**config.mk**
```make
export PLATFORM = sky130hd
export DESIGN_NAME = ldst_unit_flat
export DESIGN_NICKNAME = d
export VERILOG_FILES = /design/src/rtl/ldst_pkg.sv /design/src/rtl/ldst_if.sv /design/src/rtl/ldst_sp_ctr.sv /design/src/rtl/ldst_unit.sv /design/src/flat_wrapper.sv
export SDC_FILE = /design/constraint.sdc
export NUM_CORES = 1
export LEC_CHECK = 0
export ABC_AREA = 1
export BUFFER_PORTS_ARGS = -buffer_cell sky130_fd_sc_hd__buf_4
export CORE_ASPECT_RATIO = 0.7
export CORE_MARGIN = 4
export CORE_UTILIZATION = 45
export CTS_CLUSTER_SIZE = 25
export DETAILED_ROUTE_END_ITERATION = 7
export PLACE_DENSITY_LB_ADDON = 0.2
export SYNTH_ARGS = -nofsm -noshare
export SYNTH_HDL_FRONTEND = slang
export SYNTH_SLANG_ARGS = --single-unit
```
**constraint.sdc**
```tcl
create_clock -name clk -period 2.1 [get_ports clk]
set_clock_uncertainty 0.2 [all_clocks]
set_input_delay 0.42 -clock clk [delete_from_list [all_inputs] [get_ports clk]]
set_output_delay 0.42 -clock clk [all_outputs]
set_load 0.1 [all_outputs]
```
**src/rtl/ldst_pkg.sv**
```systemverilog
// Shared types and defaults for the load/store and stack unit.
package ldst_pkg;

  // Memory operation requested by the core.
  typedef enum logic [1:0] {
    OpLoad  = 2'b00,
    OpStore = 2'b01,
    OpPush  = 2'b10,
    OpPop   = 2'b11
  } op_t;

  // Controller states: one cycle of memory access between accept and response.
  typedef enum logic [1:0] {
    StIdle   = 2'b00,
    StAccess = 2'b01,
    StResp   = 2'b10
  } state_t;

  // Stack grows downward from the top of the 256-byte memory.
  localparam logic [7:0] DefaultSpTop   = 8'd255;
  localparam logic [7:0] DefaultSpFloor = 8'd128;

endpackage

```
**src/rtl/ldst_if.sv**
```systemverilog
// Core-side request/response handshake of the load/store unit.
interface ldst_if;

  logic       req_valid;
  logic       req_ready;
  logic [1:0] req_op;
  logic [7:0] req_addr;
  logic [7:0] req_wdata;
  logic       rsp_valid;
  logic       rsp_ready;
  logic [7:0] rsp_rdata;
  logic       rsp_err;

  // Core side: issues requests and consumes responses.
  modport master (
    output req_valid, req_op, req_addr, req_wdata, rsp_ready,
    input  req_ready, rsp_valid, rsp_rdata, rsp_err
  );

  // Unit side: accepts requests and produces responses.
  modport slave (
    input  req_valid, req_op, req_addr, req_wdata, rsp_ready,
    output req_ready, rsp_valid, rsp_rdata, rsp_err
  );

endinterface

```
**src/rtl/ldst_sp_ctr.sv**
```systemverilog
// Downward-growing stack pointer with full/empty flags.
module ldst_sp_ctr
  import ldst_pkg::*;
#(
  parameter logic [7:0] SP_TOP   = DefaultSpTop,
  parameter logic [7:0] SP_FLOOR = DefaultSpFloor
) (
  input  logic       clk,
  input  logic       rst_n,
  input  logic       inc,
  input  logic       dec,
  output logic [7:0] sp,
  output logic       full,
  output logic       empty
);

  logic [7:0] sp_q;

  // Pointer register; callers guard inc/dec with empty/full so it never wraps.
  always_ff @(posedge clk or negedge rst_n) begin
    if (!rst_n) begin
      sp_q <= SP_TOP;
    end else if (inc) begin
      sp_q <= sp_q + 8'd1;
    end else if (dec) begin
      sp_q <= sp_q - 8'd1;
    end
  end

  assign sp    = sp_q;
  assign full  = (sp_q == SP_FLOOR - 8'd1);
  assign empty = (sp_q == SP_TOP);

endmodule

```
**src/rtl/ldst_unit.sv**
```systemverilog
// Load/store and stack unit in front of an 8x256 combinational-read data memory.
module ldst_unit
  import ldst_pkg::*;
#(
  parameter logic [7:0] SP_TOP   = DefaultSpTop,
  parameter logic [7:0] SP_FLOOR = DefaultSpFloor
) (
  input  logic       clk,
  input  logic       rst_n,
  ldst_if.slave      bus,
  output logic [7:0] sp,
  output logic [7:0] mem_addr,
  output logic [7:0] mem_wdata,
  output logic       mem_wr_en,
  input  logic [7:0] mem_rdata
);

  state_t     state_q, state_d;
  op_t        op_q;
  logic [7:0] addr_q, wdata_q;
  logic [7:0] rdata_q, rdata_d;
  logic       err_q, err_d;
  logic [7:0] mem_addr_q, mem_wdata_q;
  logic       accept;
  logic       sp_inc, sp_dec, sp_full, sp_empty;

  ldst_sp_ctr #(
    .SP_TOP  (SP_TOP),
    .SP_FLOOR(SP_FLOOR)
  ) u_sp_ctr (
    .clk  (clk),
    .rst_n(rst_n),
    .inc  (sp_inc),
    .dec  (sp_dec),
    .sp   (sp),
    .full (sp_full),
    .empty(sp_empty)
  );

  // FSM state register.
  always_ff @(posedge clk or negedge rst_n) begin
    if (!rst_n) begin
      state_q <= StIdle;
    end else begin
      state_q <= state_d;
    end
  end

  // FSM next state and handshake outputs.
  always_comb begin
    state_d       = state_q;
    bus.req_ready = 1'b0;
    bus.rsp_valid = 1'b0;
    accept        = 1'b0;
    case (state_q)
      StIdle: begin
        bus.req_ready = 1'b1;
        if (bus.req_valid) begin
          accept  = 1'b1;
          state_d = StAccess;
        end
      end
      StAccess: state_d = StResp;
      StResp: begin
        bus.rsp_valid = 1'b1;
        if (bus.rsp_ready) state_d = StIdle;
      end
      default: state_d = StIdle;
    endcase
  end

  // Latch the request at acceptance.
  always_ff @(posedge clk or negedge rst_n) begin
    if (!rst_n) begin
      op_q    <= OpLoad;
      addr_q  <= 8'd0;
      wdata_q <= 8'd0;
    end else if (accept) begin
      op_q    <= op_t'(bus.req_op);
      addr_q  <= bus.req_addr;
      wdata_q <= bus.req_wdata;
    end
  end

  // Memory port drive and result capture; wr_en is only ever high in ACCESS, so an
  // asynchronous reset forcing IDLE removes it immediately.
  always_comb begin
    mem_addr  = mem_addr_q;
    mem_wdata = mem_wdata_q;
    mem_wr_en = 1'b0;
    sp_inc    = 1'b0;
    sp_dec    = 1'b0;
    rdata_d   = 8'd0;
    err_d     = 1'b0;
    if (state_q == StAccess) begin
      case (op_q)
        OpLoad: begin
          mem_addr = addr_q;
          rdata_d  = mem_rdata;
        end
        OpStore: begin
          mem_addr  = addr_q;
          mem_wdata = wdata_q;
          mem_wr_en = 1'b1;
        end
        OpPush: begin
          if (sp_full) begin
            err_d = 1'b1;
          end else begin
            mem_addr  = sp;
            mem_wdata = wdata_q;
            mem_wr_en = 1'b1;
            sp_dec    = 1'b1;
          end
        end
        OpPop: begin
          if (sp_empty) begin
            err_d = 1'b1;
          end else begin
            mem_addr = sp + 8'd1;
            rdata_d  = mem_rdata;
            sp_inc   = 1'b1;
          end
        end
        default: ;
      endcase
    end
  end

  // Response and held memory-port registers, updated at the end of ACCESS.
  always_ff @(posedge clk or negedge rst_n) begin
    if (!rst_n) begin
      rdata_q     <= 8'd0;
      err_q       <= 1'b0;
      mem_addr_q  <= 8'd0;
      mem_wdata_q <= 8'd0;
    end else if (state_q == StAccess) begin
      rdata_q     <= rdata_d;
      err_q       <= err_d;
      mem_addr_q  <= mem_addr;
      mem_wdata_q <= mem_wdata;
    end
  end

  assign bus.rsp_rdata = rdata_q;
  assign bus.rsp_err   = err_q;

endmodule

```
**src/flat_wrapper.sv**
```systemverilog
// flat-port wrapper written by rule: the top's interface ports become plain ports
module ldst_unit_flat import ldst_pkg::*;
#(
  parameter logic [7:0] SP_TOP   = DefaultSpTop,
  parameter logic [7:0] SP_FLOOR = DefaultSpFloor
)
  (clk, rst_n, sp, mem_addr, mem_wdata, mem_wr_en, mem_rdata, bus_req_valid, bus_req_op, bus_req_addr, bus_req_wdata, bus_rsp_ready, bus_req_ready, bus_rsp_valid, bus_rsp_rdata, bus_rsp_err);
  ldst_if bus_i ();
  input  logic clk;
  input  logic rst_n;
  output logic [7:0] sp;
  output logic [7:0] mem_addr;
  output logic [7:0] mem_wdata;
  output logic mem_wr_en;
  input  logic [7:0] mem_rdata;
  input wire logic [$bits(bus_i.req_valid)-1:0] bus_req_valid;
  input wire logic [$bits(bus_i.req_op)-1:0] bus_req_op;
  input wire logic [$bits(bus_i.req_addr)-1:0] bus_req_addr;
  input wire logic [$bits(bus_i.req_wdata)-1:0] bus_req_wdata;
  input wire logic [$bits(bus_i.rsp_ready)-1:0] bus_rsp_ready;
  output wire logic [$bits(bus_i.req_ready)-1:0] bus_req_ready;
  output wire logic [$bits(bus_i.rsp_valid)-1:0] bus_rsp_valid;
  output wire logic [$bits(bus_i.rsp_rdata)-1:0] bus_rsp_rdata;
  output wire logic [$bits(bus_i.rsp_err)-1:0] bus_rsp_err;
  assign bus_i.req_valid = bus_req_valid;
  assign bus_i.req_op = bus_req_op;
  assign bus_i.req_addr = bus_req_addr;
  assign bus_i.req_wdata = bus_req_wdata;
  assign bus_i.rsp_ready = bus_rsp_ready;
  assign bus_req_ready = bus_i.req_ready;
  assign bus_rsp_valid = bus_i.rsp_valid;
  assign bus_rsp_rdata = bus_i.rsp_rdata;
  assign bus_rsp_err = bus_i.rsp_err;
  ldst_unit #(.SP_TOP(SP_TOP), .SP_FLOOR(SP_FLOOR)) u_core (.clk(clk), .rst_n(rst_n), .bus(bus_i), .sp(sp), .mem_addr(mem_addr), .mem_wdata(mem_wdata), .mem_wr_en(mem_wr_en), .mem_rdata(mem_rdata));
endmodule
```
==> impl_summary.txt, run 1 <==
----------------------------------------------------
[Clocking]
  CTS Sinks ... 53
  H-tree depth ... 2
  Root Driver ... sky130_fd_sc_hd__clkbuf_8
  Number of buffers created by CTS ... 5
  CTS tree ... done
  Clock transition at the registers of the reported paths ... 0.11 ns
  Clock Path Buffers ... 2
  Worst skew pair latency ... 0.30 ns

[Setup path]
  Worst setup path class ... flop to output port
  CP peak stage delay ... ~0.65 ns
  Maximum net fanout on the critical path ... 4
  Startpoint kind of the worst setup timing path ... flop
  Critical path's slowest cell ... sky130_fd_sc_hd__dfstp_4
  Data required time of the critical path ... 1.48 ns
  Worst setup EP type ... output port
  Crit-path cells ... ha_4, inv_4, nor2_8, buf_6, a21boi_4, o21ai_4, buf_12, buf_16, o21ai_4, buf_12
  Kind of cell adding the most delay to the critical path ... flip-flops
  Arrival time at the worst endpoint ... approximately 2.1 ns
  Worst path bufs/invs ... 5

[GRT]
  Remaining global-route overflow ... 0
  Antenna violations before repair ... 0
  Global-route usage over all layers ... 21.5%
  Global-route wire length before repair ... 13600 um
  Largest net degree at the start of global routing ... between 50 and 60
  Via count of the first global-routing pass ... 2892

[Synth]
  Area fraction of the dominant cell type after synthesis ... 38.8%
  Cell area after synthesis ... around 2900 um2
  Post-Syn Nets ... 420
  Primary FF master, synth ... sky130_fd_sc_hd__dfrtp_1
  Sequential element share of the synthesized area ... a little under half
  Total of flip-flops plus latches after synthesis ... 53
  Count of flip-flops with a built-in enable after synthesis ... 0
  Cell taking the most area after synthesis ... sky130_fd_sc_hd__dfrtp_1
  Cells after synthesis ... about 380
  Dominant combinational cell family by area after synthesis ... simple AND/OR/NAND/NOR gates
  Fraction of the mapped netlist area in simple logic gates ... 33.1%
  Proportion of synthesized flip-flops having asynchronous set or reset ... 100%
  Compound-Gate Fraction of Synth Area ... 9.27%
  Share of synthesized cell area in full adder, half adder and majority cells ... 2.59%
  Number of distinct library cells after synthesis ... 29
  Synthesized area per cell ... ~7.6 um2
  Synthesis Warnings ... 0
  Ranking of synthesized cells by area ... sky130_fd_sc_hd__dfrtp_1 (39%), sky130_fd_sc_hd__nand2_1 (18%), sky130_fd_sc_hd__dfstp_2 (7.2%)
  Mux cell area share after synthesis ... 0%
  Post-synthesis share of cell area spent on xor and xnor gates ... 1.21%

[Finish]
  # diodes ... 0
  Net total in the final layout ... 539
  Area growth, synth to finish ... 64.1%
  Fraction of layout cells with a size suffix above 1 ... 44.4%

[Routing]
  Drt drc ... 0
  Wirelength per Cell ... 14.6 um
  Drt total wl ... 8490 um
  Routed via count ... 2951
  First drt pass iteration count ... 5
  Routed Antenna Nets ... 0
  Drt initial violations ... 189
  Via-to-Cell Ratio ... 5.07

[Floorplanning]
  Width of the die ... 104 um
  Initial core utilization ... 46.5%
  Floorplan die height ... 75.2 um
  Core ar. ... 6250 um2
  Top Ports ... 66
  Cell Rows ... 24
  Die footprint ... about 7800 um2

[Timing]
  Final cycle utilization of the critical path ... 131%
  Worst-case setup margin in the final layout ... -0.653 ns
  Fmax ... 0.363 GHz
  Unrepaired setup endpoints after global routing ... true
  Fin. Hold Viols ... 0
  Number of max-slew violations in the final report ... 0
  Setup violators final ... 24
  Worst max-slew margin expressed relative to the limit ... 55.9%
  Measured slew at the worst slew-check pin ... 0.662 ns
  Minimum period implied by the final worst setup slack ... 2.75 ns
  Post-Route Hold Slack ... ~0.098 ns
  Post-Route Setup TNS ... -10.14 ns

[Hold path]
  Path category of the worst min-delay check ... input port to flop

[Placement]
  Post-Place Setup Slack ... -0.490 ns
  Final weighted congestion in routability-driven placement ... 0.912
  Input/output buffers ... 65
  Detail Placement HPWL ... 5480 um

[Run status]
  Status ... complete, but fails checks
  Violated checks ... setup timing

[Run]
  Total of max-cap violations ... 0

----------------------------------------------------
==> stage by stage <==
step,utilization [%],instance area (um2),std cells
final,76.2,4760,582
after floorplan,-,3170,384
after global routing,76.2,4760,582
after detailed placement,63.8,3990,557
after global placement,63.8,3990,557
after CTS,73.3,4580,576
==> worst min-delay path, delay by kind of cell <==
kind                   cells  cell delay [ns]
buffers and inverters      1             0.08
AND/OR/NAND/NOR            2             0.08
==> placed cells by master, fill, tap and decap left out, drive strengths merged <==
master,synthesis,routed
xnor2,1,1
dlygate4sd3,0,1
ha,6,6
nand4,4,4
dfrtp,45,45
clkbuf,3,5
bufbuf,0,1
dfstp,8,8
nand3,28,28
nor2,36,36
clkinvlp,0,1
nand2,148,148
clkinv,0,1
inv,44,45
buf,8,121
xor2,3,3
o21ai,43,43
nand3b,2,2
a21oi,1,1
a21boi,1,1
or2,2,2
o21a,1,1
==> path summary, 6_finish.rpt <==
kind                                        from                     to  slack (ns)  depth (start not counted)
max in group asynchronous                  rst_n   u_core.mem_addr_q[6]        0.77                          2
max                        u_core.u_sp_ctr.sp[1]           mem_wdata[3]       -0.65                         10
max reg2reg                u_core.u_sp_ctr.sp[1]  u_core.mem_wdata_q[0]       -0.02                          9
min in group asynchronous                  rst_n   u_core.mem_addr_q[1]        0.48                          2
min                              bus_req_addr[6]       u_core.addr_q[6]         0.1                          3
min reg2reg                     u_core.addr_q[4]       u_core.addr_q[4]        0.30                          2
==> cells by family (layout without fill, tap and decap cells) <==
logic type                 count (synthesis)  after routing
AOI/OAI and AO/OA                         46             46
DFF                                       53             53
xor gates and xnor gates                   4              4
and+or+nand+nor                          220            220
buffers and inverters                     55            175
adders and majority gates                  6              6
==> synth_stat cells (2+ instances only) <==
master / instances
sky130_fd_sc_hd__nor2_2: 2
sky130_fd_sc_hd__inv_1: 39
sky130_fd_sc_hd__nand3b_1: 2
sky130_fd_sc_hd__or2_2: 2
sky130_fd_sc_hd__buf_4: 4
sky130_fd_sc_hd__o21ai_4: 2
sky130_fd_sc_hd__o21ai_1: 9
sky130_fd_sc_hd__dfstp_2: 8
sky130_fd_sc_hd__nor2_1: 32
sky130_fd_sc_hd__inv_2: 5
sky130_fd_sc_hd__dfrtp_1: 45
sky130_fd_sc_hd__nand3_1: 26
sky130_fd_sc_hd__nand2_4: 3
sky130_fd_sc_hd__ha_1: 6
sky130_fd_sc_hd__nand2_1: 142
sky130_fd_sc_hd__nand4_1: 4
sky130_fd_sc_hd__buf_2: 4
sky130_fd_sc_hd__xor2_1: 3
sky130_fd_sc_hd__clkbuf_1: 3
sky130_fd_sc_hd__nand2_2: 3
sky130_fd_sc_hd__o21ai_0: 32
==> cell type report <==
cell class,count,area (um2)
multi-input combinational,276,1820
fill,407,1490
sequential,53,1370
timing repair buffer,123,1210
inverter,44,184
tap,78,97.6
clock buffer,5,68.8
clock inverter,3,20.0
==> metal layers <==
| layer | vias to the layer above | track usage (%) | share of wire (%) |
|---|---|---|---|
| li1 | 1441 | - | - |
| met2 | 113 | 34.7 | 47 |
| met1 | 1387 | 30.3 | 46 |
| met5 | - | 0 | 0 |
| met4 | 0 | 4.87 | 1.2 |
| met3 | 10 | 4.80 | 5.9 |
==> state kept, by name, indices dropped and copies added, names as in the netlist <==
name,count
u_core.mem_wdata_q,8
u_core.addr_q,8
u_core.bus.rsp_err,1
u_core.bus.rsp_rdata,8
u_core.state_q,2
u_core.op_q,2
u_core.wdata_q,8
u_core.mem_addr_q,8
u_core.u_sp_ctr.sp,8
==> what timing repair did <==
item                                    4_1_cts  5_1_grt
hold endpoints to repair                     45        0
gates cloned                                  2        0
pin swaps                                    17       16
hold buffers                                  1        0
setup buffers                                 8        6
gates resized for setup                      96       38
endpoints found under the setup margin       17       34
Power of run 1 is left out: the tool's default activity adds up to more than one toggle a clock period on the data nets, which glitch-free logic cannot reach.
==> run 2: changes to the inputs <==
Settings changed: CORE_ASPECT_RATIO 0.7 to 0.9, CTS_CLUSTER_SIZE 25 to 10.
==> impl_summary.txt, run 2 (synthesized netlist as in run 1, its figures left out) <==
----------------------------------------------------
[Setup path]
  Arrival time at the worst endpoint ... 2.22 ns
  CP peak stage delay ... 0.65 ns
  Most used cell along the critical path ... sky130_fd_sc_hd__buf_12
  Critical path's slowest cell ... sky130_fd_sc_hd__dfstp_4
  Maximum net fanout on the critical path ... 3
  Worst setup EP type ... output port
  R2R depth ... 9
  Crit-path cells ... ha_4, inv_4, nor2_8, buf_12, nand2_4, buf_6, nand4_1, nand2_1, nand3b_1, buf_12
  Register-to-Register Setup Slack ... 0 ns
  Startpoint kind of the worst setup timing path ... flop
  Crit Reg-Reg Startpoint ... u_core.u_sp_ctr.sp[1]
  Critical Path Source ... u_core.u_sp_ctr.sp[1]
  Capture instance of the worst register-to-register path ... u_core.mem_wdata_q[5]
  Data required time of the critical path ... 1.48 ns
  Worst setup path class ... flop to output port

[GRT]
  Most Used Layer, Global Route ... met2
  Met3 demand-to-capacity share in global routing ... 5.02%
  Global-route usage over all layers ... 21.9%
  Antenna violations before repair ... 0
  Met1 Resource Use GR ... between 20% and 30%
  Global-route wire length before repair ... 13700 um
  Via count of the first global-routing pass ... 2911
  GR met2 Demand/Resource ... 35.8%
  Largest net degree at the start of global routing ... 54
  Remaining global-route overflow ... 0

[Placement]
  Cell area after placement ... just over 4000 um2
  Input/output buffers ... 65
  DP Cell Count ... 571
  Detail Placement HPWL ... 5560 um
  Final weighted congestion in routability-driven placement ... 0.861

[Finish]
  Net total in the final layout ... about 540
  Area growth, synth to finish ... 62.6%
  Commonest non-fill, non-tap cell in the layout ... sky130_fd_sc_hd__nand2_1
  Combined area of the multi-input logic cells ... between 1500 and 2000 um2
  Area of all placed cells without fillers ... 4720 um2
  Fraction of layout cells with a size suffix above 1 ... 46.1%
  Commonest non-fill, non-tap cells in the layout ... sky130_fd_sc_hd__nand2_1 (108), sky130_fd_sc_hd__buf_4 (102), sky130_fd_sc_hd__dfrtp_1 (45)
  Total area of sequential cells ... about 1400 um2
  # diodes ... 0
  FILL cells ... 411
  Post-layout instance count excluding filler cells ... 595

[Run]
  Total of max-cap violations ... 0

[Timing]
  Unrepaired setup endpoints after global routing ... true
  Fmax ... 0.352 GHz
  Number of max-slew violations in the final report ... 0
  Worst-case setup margin in the final layout ... -0.739 ns
  Measured slew at the worst slew-check pin ... 0.668 ns
  Minimum period implied by the final worst setup slack ... 2.84 ns
  Worst max-slew margin expressed relative to the limit ... 55.5%
  Fin. Hold Viols ... 0
  Final cycle utilization of the critical path ... 135%
  Setup violators final ... 18
  Post-Route Hold Slack ... 0.0936 ns

[Hold path]
  Path category of the worst min-delay check ... input port to flop
  Hold Path Stages ... 3
  Min-Delay Startpoint ... bus_req_addr[4]
  Destination of the worst hold path ... u_core.addr_q[4]

[Routing]
  Via-to-Cell Ratio ... 4.99
  Routed Antenna Nets ... 0
  Routed via count ... around 3000
  Drt initial violations ... 217
  First drt pass iteration count ... 5
  Drt drc ... 0
  Wirelength per Cell ... 14.7 um
  Drt total wl ... between 8000 and 9000 um

[Clocking]
  Clock Path Buffers ... 2
  Root Driver ... sky130_fd_sc_hd__clkbuf_8
  Worst skew pair latency ... 0.31 ns
  Number of buffers created by CTS ... 5
  CTS tree ... done
  Clock transition at the registers of the reported paths ... 0.11 ns
  H-tree depth ... 2
  CTS Sinks ... 53

[Run status]
  Status ... complete, but fails checks
  Violated checks ... setup timing

[Floorplanning]
  Die footprint ... ~7800 um2
  Floorplan die height ... 84.2 um
  Top Ports ... 66
  Initial core utilization ... 46.9%
  Cell Rows ... 27
  Core ar. ... 6180 um2
  Width of the die ... 92.6 um

----------------------------------------------------
## run 2: worst max-delay path by stage
stage | to | cells after the start
floorplan | mem_addr[6] | 9
global placement | mem_addr[4] | 9
detailed placement | mem_wdata[3] | 10
CTS | mem_wdata[0] | 9
global route | mem_addr[6] | 10
finish | mem_addr[6] | 10
## run 2: layer usage
layer | vias to the layer above | wire length, um | share of wire, %
li1 | 1444 | - | -
met1 | 1418 | 3580 | 41
met2 | 96 | 4470 | 51
met3 | 11 | 560 | 6.4
met4 | 0 | 148 | 1.7
met5 | - | 0 | 0
## run 2: cell type report
cell class	instances	area share (%)
Clock buffer	6	1.75
Clock inverter	2	0.345
Inverter	44	3.95
Multi-Input combinational cell	276	37.3
Sequential cell	53	29.0
Tap cell	87	2.31
Timing Repair Buffer	127	25.4
## run 2: stage by stage
step	utilization (%)	worst slack, ns	setup TNS, ns
floorplan	-	-0.711	-8.94
global placement	65.3	-0.398	-6.19
detailed placement	65.3	-0.459	-6.87
CTS	73.4	-0.625	-9.94
global route	76.3	-0.789	-13.08
finish	76.3	-0.739	-11.23
## run 2: repair_timing
item                                    CTS  global route
pin swaps                                11            15
hold endpoints to repair                 45             0
endpoints found under the setup margin   17            37
setup buffers                             8             9
hold buffers                              1             0
gates resized for setup                  88            41
## run 2: critical path: cells and delay by family, from the launching register on
family	cells	cell delay, ns
fa+ha+maj	1	0.16
buf+inv	4	0.52
flops	1	0.65
simple gates	5	0.56
Power of run 2 is left out for the same reason.
==> run 3: changes to the inputs <==
Settings changed: CORE_UTILIZATION 45 to 50.
Clock period 2.1 ns to 3.2 ns, I/O delays scaled along.
==> impl_summary.txt, run 3 (synthesized netlist as in run 1, its figures left out) <==
----------------------------------------------------
[Timing]
  Worst max-slew margin expressed relative to the limit ... 50.1%
  Measured slew at the worst slew-check pin ... 0.748 ns
  Number of max-slew violations in the final report ... 0
  Final cycle utilization of the critical path ... 95.8%
  Minimum period implied by the final worst setup slack ... 3.07 ns
  Fin. Hold Viols ... 0
  Setup violators final ... 0
  Fmax ... 0.326 GHz

[Hold path]
  Path category of the worst min-delay check ... input port to asynchronous set/reset pin

[Setup path]
  Crit-path cells ... ha_1, inv_1, nor2_8, nand2_4, nand2_4, inv_2, nand2_1, nand2_1, nor2_4, nor2_4, buf_6
  Arrival time at the worst endpoint ... 2.23 ns
  Worst setup path class ... flop to output port
  CP peak stage delay ... 0.66 ns
  Crit Reg-Reg Startpoint ... u_core.u_sp_ctr.sp[1]
  Worst setup EP type ... output port
  Startpoint kind of the worst setup timing path ... flop
  Critical Path Source ... u_core.u_sp_ctr.sp[1]
  Critical path's slowest cell ... sky130_fd_sc_hd__dfstp_4
  Data required time of the critical path ... around 2.4 ns
  Maximum net fanout on the critical path ... 7

[Routing]
  Drt total wl ... roughly 6900 um
  Wirelength per Cell ... roughly 13 um
  Drt initial violations ... 173
  First drt pass iteration count ... 5
  Routed via count ... 2609
  Via-to-Cell Ratio ... 5.04
  Routed Antenna Nets ... 0
  Drt drc ... 0

[Finish]
  Post-layout util ... 65.4%
  Fraction of layout cells with a size suffix above 1 ... 27.5%
  Combined area of the multi-input logic cells ... 1430 um2
  # diodes ... 0
  Total area of sequential cells ... 1350 um2
  Net total in the final layout ... 483
  Area growth, synth to finish ... 27.5%
  Commonest non-fill, non-tap cell in the layout ... sky130_fd_sc_hd__nand2_1
  FILL cells ... between 400 and 500
  Commonest non-fill, non-tap cells in the layout ... sky130_fd_sc_hd__nand2_1 (135), sky130_fd_sc_hd__buf_4 (51), sky130_fd_sc_hd__dfrtp_1 (45)

[Floorplanning]
  Core ar. ... between 5000 and 6000 um2
  Width of the die ... 88.3 um
  Top Ports ... 66
  Die footprint ... 7090 um2
  Initial core utilization ... 51.3%
  Cell Rows ... 26
  Floorplan die height ... 80.3 um

[Clocking]
  H-tree depth ... 2
  Clock Path Buffers ... 2
  Worst skew pair latency ... 0.31 ns
  CTS tree ... done
  Cts hold-fix bufs ... 0
  Number of buffers created by CTS ... 5
  CTS Sinks ... 53
  Clock transition at the registers of the reported paths ... 0.10 ns
  Root Driver ... sky130_fd_sc_hd__clkbuf_8

[GRT]
  Via count of the first global-routing pass ... 2418
  Largest net degree at the start of global routing ... between 50 and 60
  Global-route wire length before repair ... between 10000 and 15000 um
  Antenna violations before repair ... 0
  Met3 demand-to-capacity share in global routing ... about 4.2%
  Remaining global-route overflow ... 0
  GR met2 Demand/Resource ... approximately a third
  Met1 Resource Use GR ... a little over a quarter
  Global-route usage over all layers ... between 10% and 20%
  Most Used Layer, Global Route ... met2

[Run status]
  Status ... finished clean

[Placement]
  Detail Placement HPWL ... between 5000 and 6000 um
  Input/output buffers ... 65
  Final weighted congestion in routability-driven placement ... 0.853

[Run]
  Total of max-cap violations ... 0

----------------------------------------------------
-- run 3: changes by cell type in the layout (fill, tap and decap cells not counted), sizes merged --
cell | previous run | this run
buf | 126 | 67
clkbuf | 6 | 5
clkinv | 0 | 1
clkinvlp | 2 | 1
dlygate4sd3 | 1 | 0
inv | 44 | 45
-- run 3: through the flow --
step	cells	hold WS (ns)	instance area [um2]	setup TNS, ns	setup WS (ns)
final	518	0.148	3700	0	0.134
after floorplan	384	0.144	2970	-0.686	-0.0981
after CTS	518	0.182	3610	0	0.0201
after detailed placement	509	0.276	3490	0	0.333
after global placement	509	0.270	3490	0	0.363
after global routing	518	0.211	3700	-0.0547	-0.0144
-- run 3: critical path, delay by kind of cell (launching register included) --
kind                     cells  cell delay (ns)
AND/OR/NAND/NOR              7             0.70
flip-flops                   1             0.66
buffers and inverters        3             0.37
adder cells (fa/ha/maj)      1             0.19
-- run 3: path summary, 6_finish.rpt --
kind | endpoint | slack (ns) | cells after the start
min | u_core.wdata_q[0] | 0.15 | 1
max | mem_addr[7] | 0.13 | 11
min in group clk | u_core.mem_addr_q[0] | 0.30 | 2
min reg2reg | u_core.mem_addr_q[0] | 0.30 | 2
max in group asynchronous | u_core.mem_addr_q[0] | 2.21 | 1
max reg2reg | u_core.mem_addr_q[7] | 1.15 | 10
-- run 3: routing by layer --
layer  wire length [um]  vias up  part of all wire (%)
met3                327        6                   4.7
met1               3200     1224                    47
met2               3300       54                    48
li1                   -     1325                     -
met5                  0        -                     0
met4                 60        0                  0.87
-- run 3: final cells by class --
| type | instances | area share, % |
|---|---|---|
| repair buffers | 67 | 15.8 |
| flip-flops and latches | 53 | 36.4 |
| clock buffers | 5 | 1.86 |
| inverters | 44 | 4.46 |
| clock inverters | 3 | 0.575 |
| multi-input cells | 276 | 38.6 |
| well taps | 70 | 2.37 |
-- run 3: timing repair --
item	in CTS	in global routing
buffers inserted	1	0
gates resized for setup	1	23
endpoints found under the setup margin	4	15
pin swaps	1	1
Power of run 3 is left out for the same reason.
